### config.mk
export PLATFORM = sky130hd
export DESIGN_NAME = logic16_arbiter
export DESIGN_NICKNAME = d
export VERILOG_FILES = /design/src/rtl/logic16_arbiter.sv
export SDC_FILE = /design/constraint.sdc
export NUM_CORES = 1
export LEC_CHECK = 0
export CORE_ASPECT_RATIO = 0.5
export CORE_MARGIN = 1.5
export CORE_UTILIZATION = 41
export CTS_CLUSTER_DIAMETER = 150
export DETAILED_ROUTE_END_ITERATION = 12
export GPL_TIMING_DRIVEN = 1
export PLACE_DENSITY = 0.75
export RECOVER_POWER = 100
export SLEW_MARGIN = 20
export SYNTH_ARGS = -nofsm -noshare
export SYNTH_HDL_FRONTEND = slang
export SYNTH_SLANG_ARGS = --single-unit
### constraint.sdc
create_clock -name clk -period 2.6 [get_ports clk]
set_clock_uncertainty 0.05 [all_clocks]
set_input_delay 0.26 -clock clk [delete_from_list [all_inputs] [get_ports clk]]
set_output_delay 0.26 -clock clk [all_outputs]
set_load 0.1 [all_outputs]
### src/rtl/logic16_arbiter.sv
// logic16_arbiter: round-robin arbiter sharing one bitwise logic unit
// (AND / OR / XOR / NOT) between N_REQ requesters.
//
// Ports:
//   clk, rst_n  - system clock (rising edge), asynchronous active-low reset
//   req         - per-requester request level
//   op_flat     - per-requester opcode, requester i at [2i+1:2i]
//   a_flat      - per-requester operand A, requester i at slice i
//   b_flat      - per-requester operand B, requester i at slice i
//   gnt         - registered one-hot grant pulse (one cycle)
//   rsp_valid   - result available; held until rsp_ready
//   rsp_ready   - consumer accepts the result
//   rsp_id      - requester that owns rsp_data
//   rsp_data    - result
//   busy        - high whenever the FSM is not idle
//
// Operation: IDLE samples req and captures the winner's operands (gnt is high
// during the following EXEC cycle), EXEC registers the result, RESP holds it
// until accepted. The round-robin pointer moves past the winner only once the
// response has been consumed.
module logic16_arbiter #(
  parameter int N_REQ = 4,
  parameter int WIDTH = 16,
  parameter int ID_W  = 2
) (
  input  logic                   clk,
  input  logic                   rst_n,
  input  logic [N_REQ-1:0]       req,
  input  logic [2*N_REQ-1:0]     op_flat,
  input  logic [WIDTH*N_REQ-1:0] a_flat,
  input  logic [WIDTH*N_REQ-1:0] b_flat,
  output logic [N_REQ-1:0]       gnt,
  output logic                   rsp_valid,
  input  logic                   rsp_ready,
  output logic [ID_W-1:0]        rsp_id,
  output logic [WIDTH-1:0]       rsp_data,
  output logic                   busy
);

  localparam logic [1:0] IDLE = 2'd0;
  localparam logic [1:0] EXEC = 2'd1;
  localparam logic [1:0] RESP = 2'd2;

  localparam logic [ID_W-1:0] LastId = ID_W'(N_REQ - 1);

  logic [1:0]       state;
  logic [ID_W-1:0]  ptr;
  logic [1:0]       op_cap;
  logic [WIDTH-1:0] a_cap;
  logic [WIDTH-1:0] b_cap;

  logic [1:0]       op_arr [N_REQ];
  logic [WIDTH-1:0] a_arr  [N_REQ];
  logic [WIDTH-1:0] b_arr  [N_REQ];

  for (genvar g = 0; g < N_REQ; g++) begin : g_unpack
    assign op_arr[g] = op_flat[2*g +: 2];
    assign a_arr[g]  = a_flat[WIDTH*g +: WIDTH];
    assign b_arr[g]  = b_flat[WIDTH*g +: WIDTH];
  end

  // Round-robin search: walk candidates ptr, ptr+1, ... wrapping at N_REQ-1.
  logic [ID_W-1:0] win;
  logic [ID_W-1:0] cand;
  logic            found;

  always_comb begin
    win   = ptr;
    cand  = ptr;
    found = 1'b0;
    for (int k = 0; k < N_REQ; k++) begin
      if (!found && req[cand]) begin
        found = 1'b1;
        win   = cand;
      end
      cand = (cand == LastId) ? '0 : cand + 1'b1;
    end
  end

  logic [WIDTH-1:0] result;

  always_comb begin
    result = '0;
    case (op_cap)
      2'b00:   result = a_cap & b_cap;
      2'b01:   result = a_cap | b_cap;
      2'b10:   result = a_cap ^ b_cap;
      default: result = ~a_cap;
    endcase
  end

  logic [ID_W-1:0] ptr_next;
  assign ptr_next = (rsp_id == LastId) ? '0 : rsp_id + 1'b1;

  assign busy = (state != IDLE);

  always_ff @(posedge clk or negedge rst_n) begin
    if (!rst_n) begin
      state     <= IDLE;
      ptr       <= '0;
      op_cap    <= '0;
      a_cap     <= '0;
      b_cap     <= '0;
      gnt       <= '0;
      rsp_valid <= 1'b0;
      rsp_id    <= '0;
      rsp_data  <= '0;
    end else begin
      case (state)
        IDLE: begin
          if (|req) begin
            op_cap <= op_arr[win];
            a_cap  <= a_arr[win];
            b_cap  <= b_arr[win];
            gnt    <= N_REQ'(1) << win;
            rsp_id <= win;
            state  <= EXEC;
          end
        end
        EXEC: begin
          gnt       <= '0;
          rsp_data  <= result;
          rsp_valid <= 1'b1;
          state     <= RESP;
        end
        RESP: begin
          if (rsp_ready) begin
            rsp_valid <= 1'b0;
            ptr       <= ptr_next;
            state     <= IDLE;
          end
        end
        default: state <= IDLE;
      endcase
    end
  end

endmodule

==> results of run 1 <==
-- state kept, by name (all words and copies together), names as in the netlist --
| signal | flops |
|---|---|
| a_cap | 16 |
| b_cap | 16 |
| gnt | 4 |
| op_cap | 2 |
| ptr | 2 |
| rsp_data | 16 |
| rsp_id | 2 |
| rsp_valid | 1 |
| state | 2 |
-- final cells by class --
cell class	instances	area, sq um
Tap cell	140	175
Inverter	52	195
Clock inverter	5	58.8
Sequential cell	61	1530
Multi-Input combinational cell	269	2590
Timing Repair Buffer	203	1890
Clock buffer	11	253
Fill cell	853	3620
-- metal layers --
metal / up-vias / GRT usage (%)
li1: 1854 / -
met2: 98 / 40.0
met5: - / 0
met1: 1906 / 27.0
met4: 0 / 4.95
met3: 15 / 5.09
-- cell usage after synthesis (6+ instances only) --
cell and count:
nor2_1 7, mux2i_1 68, mux4_2 16, mux2_2 19, o221ai_1 31, ha_1 34
inv_1 52, o21ai_0 8, clkbuf_1 11, buf_2 12, a21oi_1 6, nand2_1 43
dfrtp_1 61
-- path summary, 6_finish.rpt --
check,startpoint,to,slack [ps]
worst min register to register,state[1],rsp_valid,440
min in group asynchronous,rst_n,rsp_data[12],940
max in group asynchronous,rst_n,b_cap[2],460
worst min-delay path,state[1],rsp_valid,440
worst max-delay path,ptr[0],a_cap[6],90
worst max register to register,ptr[0],a_cap[6],90
-- per-stage QoR --
step / cell area (sq um) / setup WS (ps) / power, W / utilization, %
finish: 6700 / 94.9 / 0.00954 / 64.9
global route: 6700 / -57.2 / 0.0102 / 64.9
CTS: 6680 / 9.95 / 0.00947 / 64.8
detailed placement: 6350 / 23.1 / 0.00817 / 61.6
global placement: 6350 / 88.7 / 0.00797 / 61.6
floorplan: 4400 / 83.7 / 0.00633 / -
-- kinds of logic (layout without fill, tap and decap cells) --
| group | after synthesis | after routing |
|---|---|---|
| adders and majority gates | 34 | 34 |
| muxes | 104 | 104 |
| buffers and inverters | 81 | 271 |
| and+or+nand+nor | 73 | 73 |
| DFF | 61 | 61 |
| AOI/OAI and AO/OA | 58 | 58 |
-- what timing repair did --
| action | in CTS | in global routing |
|---|---|---|
| gates resized for setup | 0 | 12 |
| gates cloned | 0 | 2 |
| hold buffers | 1 | 0 |
| setup buffers | 1 | 0 |
| setup endpoints to repair | 1 | 35 |
| hold endpoints to repair | 30 | 0 |
-- placed cells by master, fill, tap and decap left out, types with 2 or more instances in the layout --
| cell | synthesis | layout |
|---|---|---|
| clkdlybuf4s50_1 | 0 | 141 |
| mux2i_1 | 68 | 68 |
| dfrtp_1 | 61 | 61 |
| inv_1 | 52 | 52 |
| nand2_1 | 43 | 43 |
| ha_1 | 34 | 33 |
| buf_4 | 0 | 26 |
| clkbuf_1 | 11 | 25 |
| o221ai_1 | 31 | 22 |
| mux2_2 | 19 | 19 |
| mux4_2 | 16 | 16 |
| o221ai_2 | 3 | 12 |
| clkbuf_16 | 0 | 10 |
| o21ai_0 | 8 | 8 |
| nor2_1 | 7 | 7 |
| buf_12 | 0 | 7 |
| a21oi_1 | 6 | 6 |
| nand2b_1 | 5 | 5 |
| or2_2 | 4 | 4 |
| nand3_1 | 4 | 4 |
| nor2b_1 | 2 | 2 |
| o41ai_2 | 2 | 2 |
| o31ai_1 | 2 | 2 |
| clkinvlp_4 | 0 | 2 |
| clkbuf_8 | 0 | 2 |
-- report_power, final --
group / internal (W) / total (W) / leakage, nW / switching (W)
Sequential: 0.00145 / 0.00186 / 0.750 / 0.000412
Combinational: 0.00277 / 0.00646 / 2.15 / 0.00368
Clock: 0.000793 / 0.00123 / 0.148 / 0.000433
==> flow_summary_export.csv, run 1 <==
group,metric,value,unit
worst_setup_path,start_kind,"flop",
routing,ant_nets,0,
clock_network,clock-sinks,61,
worst_setup_path,worst_path_largest_cell_delay,480,ps
sta,slew_violations,31,
sta,fin_tns_setup,0,ps
worst_setup_path,cpLargestDelayFamily,"simple AND/OR/NAND/NOR gates",
cells_and_area,final_cells,741,
routing,drcViolationCount,0,
worst_setup_path,critical_path_class,"reg2reg",
yosys,synth_mux_area_share,28.9,%
worst_setup_path,cp_cell_sequence,"ha_4, or4b_4, o2111a_1, o41ai_2, o41ai_2, or2_4, buf_12, o221ai_1",
yosys,mappedNetlistArea,4400,sq um
die,start_util,42.6,%
cells_and_area,final_nets,773,
job,max_cap_viol_count,1,
yosys,synthDistinctLibCells,37,
die,die_w,149,um
outcome,violations,"capacitance limit, slew limit",
sta,clock.fmax,399,MHz
placement,dp_hpwl,9360,um
cells_and_area,area_growth,52.3,%
clock_network,clk_latency,330,ps
yosys,synth_top_family_by_area,"multiplexers",
routing,wl_per_cell,16.7,um
power_and_ir_drop,ir_drop,0.590,mV
yosys,ys_top_cells_by_area,"dfrtp_1 (35%), mux2i_1 (15%), ha_1 (9.7%), mux4_2 (8.2%), o221ai_1 (6.2%)",
routing,dr_wl_met2,6410,um
power_and_ir_drop,powerDensity,1430,nW/um^2
global_route,first_global_vias,4084,
routing,route.met3.wl,554,um
global_route,grt_usage,22.2,%
routing,met1_length,5240,um
sta,hold_viol,0,
worst_setup_path,end_kind,"flop",
yosys,yosysTopAreaCellShare,34.7,%
routing,vias_per_cell,5.23,
yosys,syn_avg_cell_area,10.7,sq um
clock_network,htreeDepth,3,
yosys,ys_seq_area_share,34.7,%
placement,dp.cells,721,
routing,first_iter_violations,202,
yosys,synthAdderAreaFrac,9.68,%
clock_network,cts_tree,"built",
routing,firstDrtPassIters,4,
sta,whs,444,ps
outcome,status,"finished with violations",
global_route,overflow,0,
worst_setup_path,reg2reg_depth,8,
routing,highest_layer,"met4",
worst_setup_path,cp.depth,8,
routing,routed_wl,12400,um
yosys,synth-simple-area-share,7.66,%
die,die_y,76.2,um
global_route,grt_max_degree,35,
yosys,synth_compound_area_share,11.1,%
worst_setup_path,worstPathBufferInverterCount,1,
sta,tightest_slew,1890,ps
worst_setup_path,worst-path-max-fanout,17,
yosys,ys_ff_latch,61,
global_route,grt_pass1_wl,19800,um
global_route,antenna_found_initial,0,
clock_network,clock_path_buffers,2,
worst_setup_path,worstPathArrival,2690,ps
sta,fin_crit_sh,96.3,%
placement,numPortBuffers,166,
min_path,min_path_cells,1,
cells_and_area,n_antenna_cell,0,
yosys,synth_ff_type,"dfrtp_1",
die,core,10300,sq um
yosys,synth_largest_area_cell,"dfrtp_1",
die,dieArea,11400,sq um
yosys,yosysWarningCount,0,
yosys,synth_edf_count,0,
yosys,synth.net_count,588,
routing,vias,3873,
sta,setup_viol,0,
die,rows,26,
cells_and_area,drive_above_1_share,18.3,%
yosys,synth_xor_area_share,0,%
worst_setup_path,cp.required,2790,ps
die,ios,167,
clock_network,numCtsBuffers,9,
sta,period_minus_slack,2510,ps
yosys,syn_inst,411,
placement,gp_congestion,0.807,
sta,rsz0062_at_grt,"true",
power_and_ir_drop,leakagePower,3.05,nW
yosys,ys_async_sr_fraction,100,%
clock_network,cts-root-buf,"clkbuf_16",
worst_setup_path,cp_common_cell,"o41ai_2",
clock_network,clk_pin_slew,60,ps
sta,relSlewSlack,-26.1,%
worst_setup_path,crit_slowest_cell,"or4b_4",
min_path,min_path_type,"reg2reg",
Power figures use the tool's default switching activity.
==> inputs of run 2 (changes only) <==
--- a/config.mk
+++ b/config.mk
@@ -6,7 +6,7 @@
 export NUM_CORES = 1
 export LEC_CHECK = 0
 export CORE_ASPECT_RATIO = 0.5
-export CORE_MARGIN = 1.5
+export CORE_MARGIN = 2
 export CORE_UTILIZATION = 41
 export CTS_CLUSTER_DIAMETER = 150
 export DETAILED_ROUTE_END_ITERATION = 12
==> run 2 against run 1 <==
The flow still finishes with violations (capacitance limit, slew limit). Via count down 1.1%. Register-to-register slack hardly changed. Combinational power shrank 3%. Final area is 2.0% lower. Routed wire length is 1.1% lower. Critical endpoint is now b_cap[8]. Largest cell class unchanged. Largest power group unchanged.
==> flow_summary_export.csv, run 2 (same netlist as run 1, synthesis figures left out) <==
group,metric,value,unit
global_route,antenna_found_initial,0,
sta,relSlewSlack,-4.97,%
placement,numPortBuffers,166,
min_path,min_path_type,"in2async",
sta,period_minus_slack,2490,ps
outcome,status,"finished with violations",
worst_setup_path,worst-path-max-fanout,15,
cells_and_area,n_antenna_cell,0,
routing,drcViolationCount,0,
routing,first_iter_violations,187,
clock_network,clock_path_buffers,2,
job,max_cap_viol_count,1,
worst_setup_path,worstPathBufferInverterCount,3,
routing,vias,3832,
worst_setup_path,cp.required,2740,ps
placement,gp_congestion,0.810,
sta,hold_viol,0,
global_route,overflow,0,
worst_setup_path,worst_path_largest_cell_delay,410,ps
clock_network,clock-sinks,61,
cells_and_area,layout_commonest_cell,"clkdlybuf4s50_1",
routing,vias_per_cell,5.20,
sta,setup_viol,0,
die,start_util,42.6,%
die,core,10300,sq um
sta,whs,353,ps
die,die_w,150,um
sta,fin_ws,105,ps
routing,ant_nets,0,
global_route,grt_max_degree,62,
cells_and_area,largestRegisters,"a_cap (16), b_cap (16), rsp_data (16)",
clock_network,clk_latency,330,ps
sta,tightest_slew,1570,ps
cells_and_area,layout_common_cells,"clkdlybuf4s50_1 (140), mux2i_1 (65), dfrtp_1 (61)",
sta,clock.fmax,401,MHz
clock_network,htreeDepth,3,
cells_and_area,final_nets,769,
routing,wl_per_cell,16.6,um
die,ios,167,
worst_setup_path,critical_path_class,"reg2reg",
worst_setup_path,worstPathArrival,2640,ps
worst_setup_path,cp_common_cell,"buf_12",
placement,place_area,6280,sq um
cells_and_area,drive_above_1_share,16.4,%
die,dieArea,11600,sq um
power_and_ir_drop,powerDensity,1410,nW/um^2
worst_setup_path,cp_cell_sequence,"ha_4, buf_4, nor2b_1, a211o_1, o22ai_1, nand3b_1, buf_12, buf_12, mux2i_1, o221ai_1",
cells_and_area,final_cells,737,
placement,dp.cells,714,
die,rows,26,
power_and_ir_drop,ir_drop,0.652,mV
cells_and_area,fin_area,6560,sq um
worst_setup_path,start_kind,"flop",
clock_network,numCtsBuffers,9,
power_and_ir_drop,leakagePower,3.00,nW
worst_setup_path,cpLargestDelayFamily,"compound AO/OA/AOI/OAI gates",
cells_and_area,area_growth,49.3,%
worst_setup_path,crit_slowest_cell,"dfrtp_1",
sta,fin_crit_sh,95.9,%
placement,place_ws,15.7,ps
routing,firstDrtPassIters,4,
routing,routed_wl,12200,um
global_route,grt_pass1_wl,19400,um
clock_network,ctsHoldBuffers,0,
outcome,violations,"capacitance limit, slew limit",
worst_setup_path,end_kind,"flop",
sta,fin_tns_setup,0,ps
global_route,grt_usage,21.3,%
clock_network,cts-root-buf,"clkbuf_16",
global_route,first_global_vias,4031,
sta,rsz0062_at_grt,"false",
die,die_y,77.2,um
clock_network,clk_pin_slew,50,ps
clock_network,cts_tree,"built",
placement,dp_hpwl,8930,um
sta,slew_violations,62,
[run 2: changes by cell type in the layout (fill, tap and decap cells not counted), moves of 2 or more]
cell        delta
buf_4          -8
o221ai_1       +8
o221ai_2       -8
buf_6          +3
clkinv_2       +3
mux2i_1        -3
mux2i_2        +3
buf_12         -2
clkbuf_1       +2
clkbuf_4       +2
clkinvlp_4     -2
[run 2: what timing repair did]
| item | in CTS | in global routing |
|---|---|---|
| gates resized for setup | 0 | 9 |
| endpoints found under the setup margin | 0 | 30 |
| buffers inserted | 0 | 6 |
[run 2: layout make-up]
cell class | instances | area, sq um
Timing Repair Buffer | 199 | 1820
Clock inverter | 5 | 50.0
Multi-Input combinational cell | 269 | 2550
Clock buffer | 11 | 243
Sequential cell | 61 | 1530
Tap cell | 140 | 175
Inverter | 52 | 195
Fill cell | 860 | 3750
[run 2: per-layer routing]
metal	share of wire, %	routed length [um]	vias up	track usage (%)
met2	52	6320	88	38.2
met1	43	5250	1896	26.5
li1	-	-	1836	-
met4	1.0	122	0	4.81
met3	4.3	527	12	4.29
met5	0	0	-	0
[run 2: final timing paths]
kind	slack, ps	from	cells past startpoint	end
max	110	ptr[0]	10	b_cap[8]
min	350	rst_n	2	rsp_data[12]
max reg2reg	110	ptr[0]	10	b_cap[8]
min reg2reg	440	state[1]	1	rsp_valid
max in group asynchronous	1200	rst_n	2	b_cap[7]
min in group clk	440	state[1]	1	rsp_valid
[run 2: power breakdown]
group | internal (W) | switching (W)
clock | 0.000760 | 0.000419
combinational | 0.00263 | 0.00363
sequential | 0.00145 | 0.000374
[run 2: through the flow]
| stage | utilization [%] | total power [W] |
|---|---|---|
| 5_1_grt | 63.6 | 0.00988 |
| 3_5_place_dp | 60.9 | 0.00805 |
| 2_1_floorplan | - | 0.00633 |
| 6_report | 63.6 | 0.00927 |
| 3_3_place_gp | 60.9 | 0.00786 |
| 4_1_cts | 63.8 | 0.00927 |
==> inputs of run 3 (changes only) <==
--- a/config.mk
+++ b/config.mk
@@ -11,6 +11,7 @@
 export CTS_CLUSTER_DIAMETER = 150
 export DETAILED_ROUTE_END_ITERATION = 12
 export GPL_TIMING_DRIVEN = 1
+export HOLD_SLACK_MARGIN = 0.12
 export PLACE_DENSITY = 0.75
 export RECOVER_POWER = 100
 export SLEW_MARGIN = 20
==> run 3 against run 2 <==
Largest power group unchanged. Count of clock-buffer cells in the layout unchanged. Non-clock buffer count up 1. Die area unchanged. Final area up 0.15%. Sequential power about the same. Core utilization up 0.097 points. Critical path depth down 2. Via count up 0.10%. Maximum frequency up 0.17%. The run still ends with capacitance limit, slew limit left. Clock power about the same. Critical path type unchanged. Global-route usage about the same. Routed wire length down 0.51%.
==> flow_summary_export.csv, run 3 (same netlist as run 1, synthesis figures left out) <==
group,metric,value,unit
power_and_ir_drop,ir_drop,0.652,mV
placement,numPortBuffers,166,
cells_and_area,final_nets,770,
clock_network,htreeDepth,3,
sta,rsz0062_at_grt,"false",
job,max_cap_viol_count,1,
global_route,grt_max_degree,62,
routing,met1_length,5030,um
cells_and_area,layout_commonest_cell,"clkdlybuf4s50_1",
worst_setup_path,rr_endpoint,"b_cap[0]",
worst_setup_path,worst_path_largest_cell_delay,480,ps
min_path,hold_start,"state[1]",
worst_setup_path,cpLargestDelayFamily,"simple AND/OR/NAND/NOR gates",
routing,vias,3836,
clock_network,clock-sinks,61,
min_path,min_path_cells,1,
die,dieArea,11600,sq um
global_route,grt_usage,21.4,%
placement,gp_congestion,0.810,
worst_setup_path,cp_common_cell,"o41ai_2",
cells_and_area,largestRegisters,"a_cap (16), b_cap (16), rsp_data (16)",
sta,fin_tns_setup,0,ps
global_route,grt_pass1_wl,19400,um
placement,dp_hpwl,8930,um
cells_and_area,n_antenna_cell,0,
die,ios,167,
worst_setup_path,critical_path_class,"reg2reg",
clock_network,cts-root-buf,"clkbuf_16",
sta,clock.fmax,402,MHz
outcome,violations,"capacitance limit, slew limit",
global_route,overflow,0,
routing,highest_layer,"met4",
routing,vias_per_cell,5.20,
die,core,10300,sq um
routing,firstDrtPassIters,4,
worst_setup_path,end_kind,"flop",
cells_and_area,area_growth,49.5,%
worst_setup_path,worstPathBufferInverterCount,1,
sta,relSlewSlack,-4.13,%
global_route,antenna_found_initial,0,
clock_network,numCtsBuffers,9,
worst_setup_path,rrSetupSlack,110,ps
global_route,first_global_vias,4041,
sta,tightest_slew,1560,ps
cells_and_area,drive_above_1_share,16.4,%
die,start_util,42.6,%
cells_and_area,fill_cells,859,
worst_setup_path,reg2reg_depth,8,
routing,first_iter_violations,186,
worst_setup_path,worst-path-max-fanout,17,
clock_network,cts_tree,"built",
sta,fin_crit_sh,95.8,%
min_path,min_to,"rsp_valid",
routing,routed_wl,12200,um
routing,drcViolationCount,0,
worst_setup_path,start_kind,"flop",
power_and_ir_drop,powerDensity,1410,nW/um^2
routing,route.met3.wl,706,um
worst_setup_path,crit_slowest_cell,"or4b_1",
sta,setup_viol,0,
sta,period_minus_slack,2490,ps
sta,whs,440,ps
cells_and_area,layout_common_cells,"clkdlybuf4s50_1 (140), mux2i_1 (65), dfrtp_1 (61)",
die,rows,26,
sta,hold_viol,0,
clock_network,clock_path_buffers,2,
outcome,status,"finished with violations",
die,die_y,77.2,um
min_path,min_path_type,"reg2reg",
worst_setup_path,cp_cell_sequence,"ha_4, or4b_1, o2111a_1, o41ai_2, o41ai_2, or2_4, buf_6, o221ai_1",
routing,wl_per_cell,16.5,um
die,die_w,150,um
worst_setup_path,reg2reg_from,"ptr[0]",
clock_network,clk_pin_slew,50,ps
sta,slew_violations,62,
power_and_ir_drop,leakagePower,3.00,nW
routing,ant_nets,0,
worst_setup_path,worstPathArrival,2680,ps
clock_network,clk_latency,330,ps
worst_setup_path,cp.required,2790,ps
routing,dr_wl_met2,6320,um
==> run 3: worst register-to-register path, delay by kind of cell (launching register included) <==
| kind | cells | cell delay, ps |
|---|---|---|
| flops | 1 | 410 |
| simple gates | 2 | 780 |
| compound gates | 4 | 720 |
| fa+ha+maj | 1 | 260 |
| buf+inv | 1 | 180 |
==> run 3: layout make-up <==
class                           instances  area (sq um)  share of cell area (%)
Clock buffer                           11           243                    3.69
Clock inverter                          5          50.0                   0.762
Inverter                               52           195                    2.97
Multi-Input combinational cell        269          2550                    38.8
Sequential cell                        61          1530                    23.2
Tap cell                              140           175                    2.67
Timing Repair Buffer                  200          1830                    27.8
==> run 3: power breakdown <==
part / total [W] / switching (W) / internal (W)
combinational: 0.00625 / 0.00362 / 0.00263
sequential: 0.00182 / 0.000372 / 0.00145
clock: 0.00118 / 0.000417 / 0.000760
==> run 3: worst max-delay path by stage <==
| stage | start | endpoint | cells past startpoint |
|---|---|---|---|
| global route | ptr[1] | a_cap[11] | 8 |
| finish | ptr[0] | b_cap[0] | 8 |
| floorplan | ptr[0] | a_cap[0] | 9 |
| global placement | ptr[0] | b_cap[8] | 10 |
| detailed placement | req[2] | b_cap[11] | 8 |
| CTS | ptr[0] | b_cap[8] | 10 |
==> run 3: metal layers <==
metal,GRT usage (%),vias to the layer above
li1,-,1840
met1,26.6,1882
met2,38.3,106
met3,4.29,8
met4,4.81,0
met5,0,-
==> run 3: per-stage QoR <==
stage	std cells	worst slack (ps)	area [sq um]	power, W	utilization [%]
final	738	110	6570	0.00925	63.7
after global routing	738	15.4	6570	0.00988	63.7
after CTS	731	36.0	6590	0.00927	63.9
after detailed placement	714	15.7	6280	0.00805	60.9
after global placement	714	54.8	6280	0.00786	60.9
after floorplan	411	83.7	4400	0.00633	-
==> run 3: timing repair <==
action,4_1_cts,5_1_grt
gates resized for setup,0,9
setup buffers,0,6
hold buffers,1,0
hold endpoints to repair,61,0
endpoints found under the setup margin,0,30
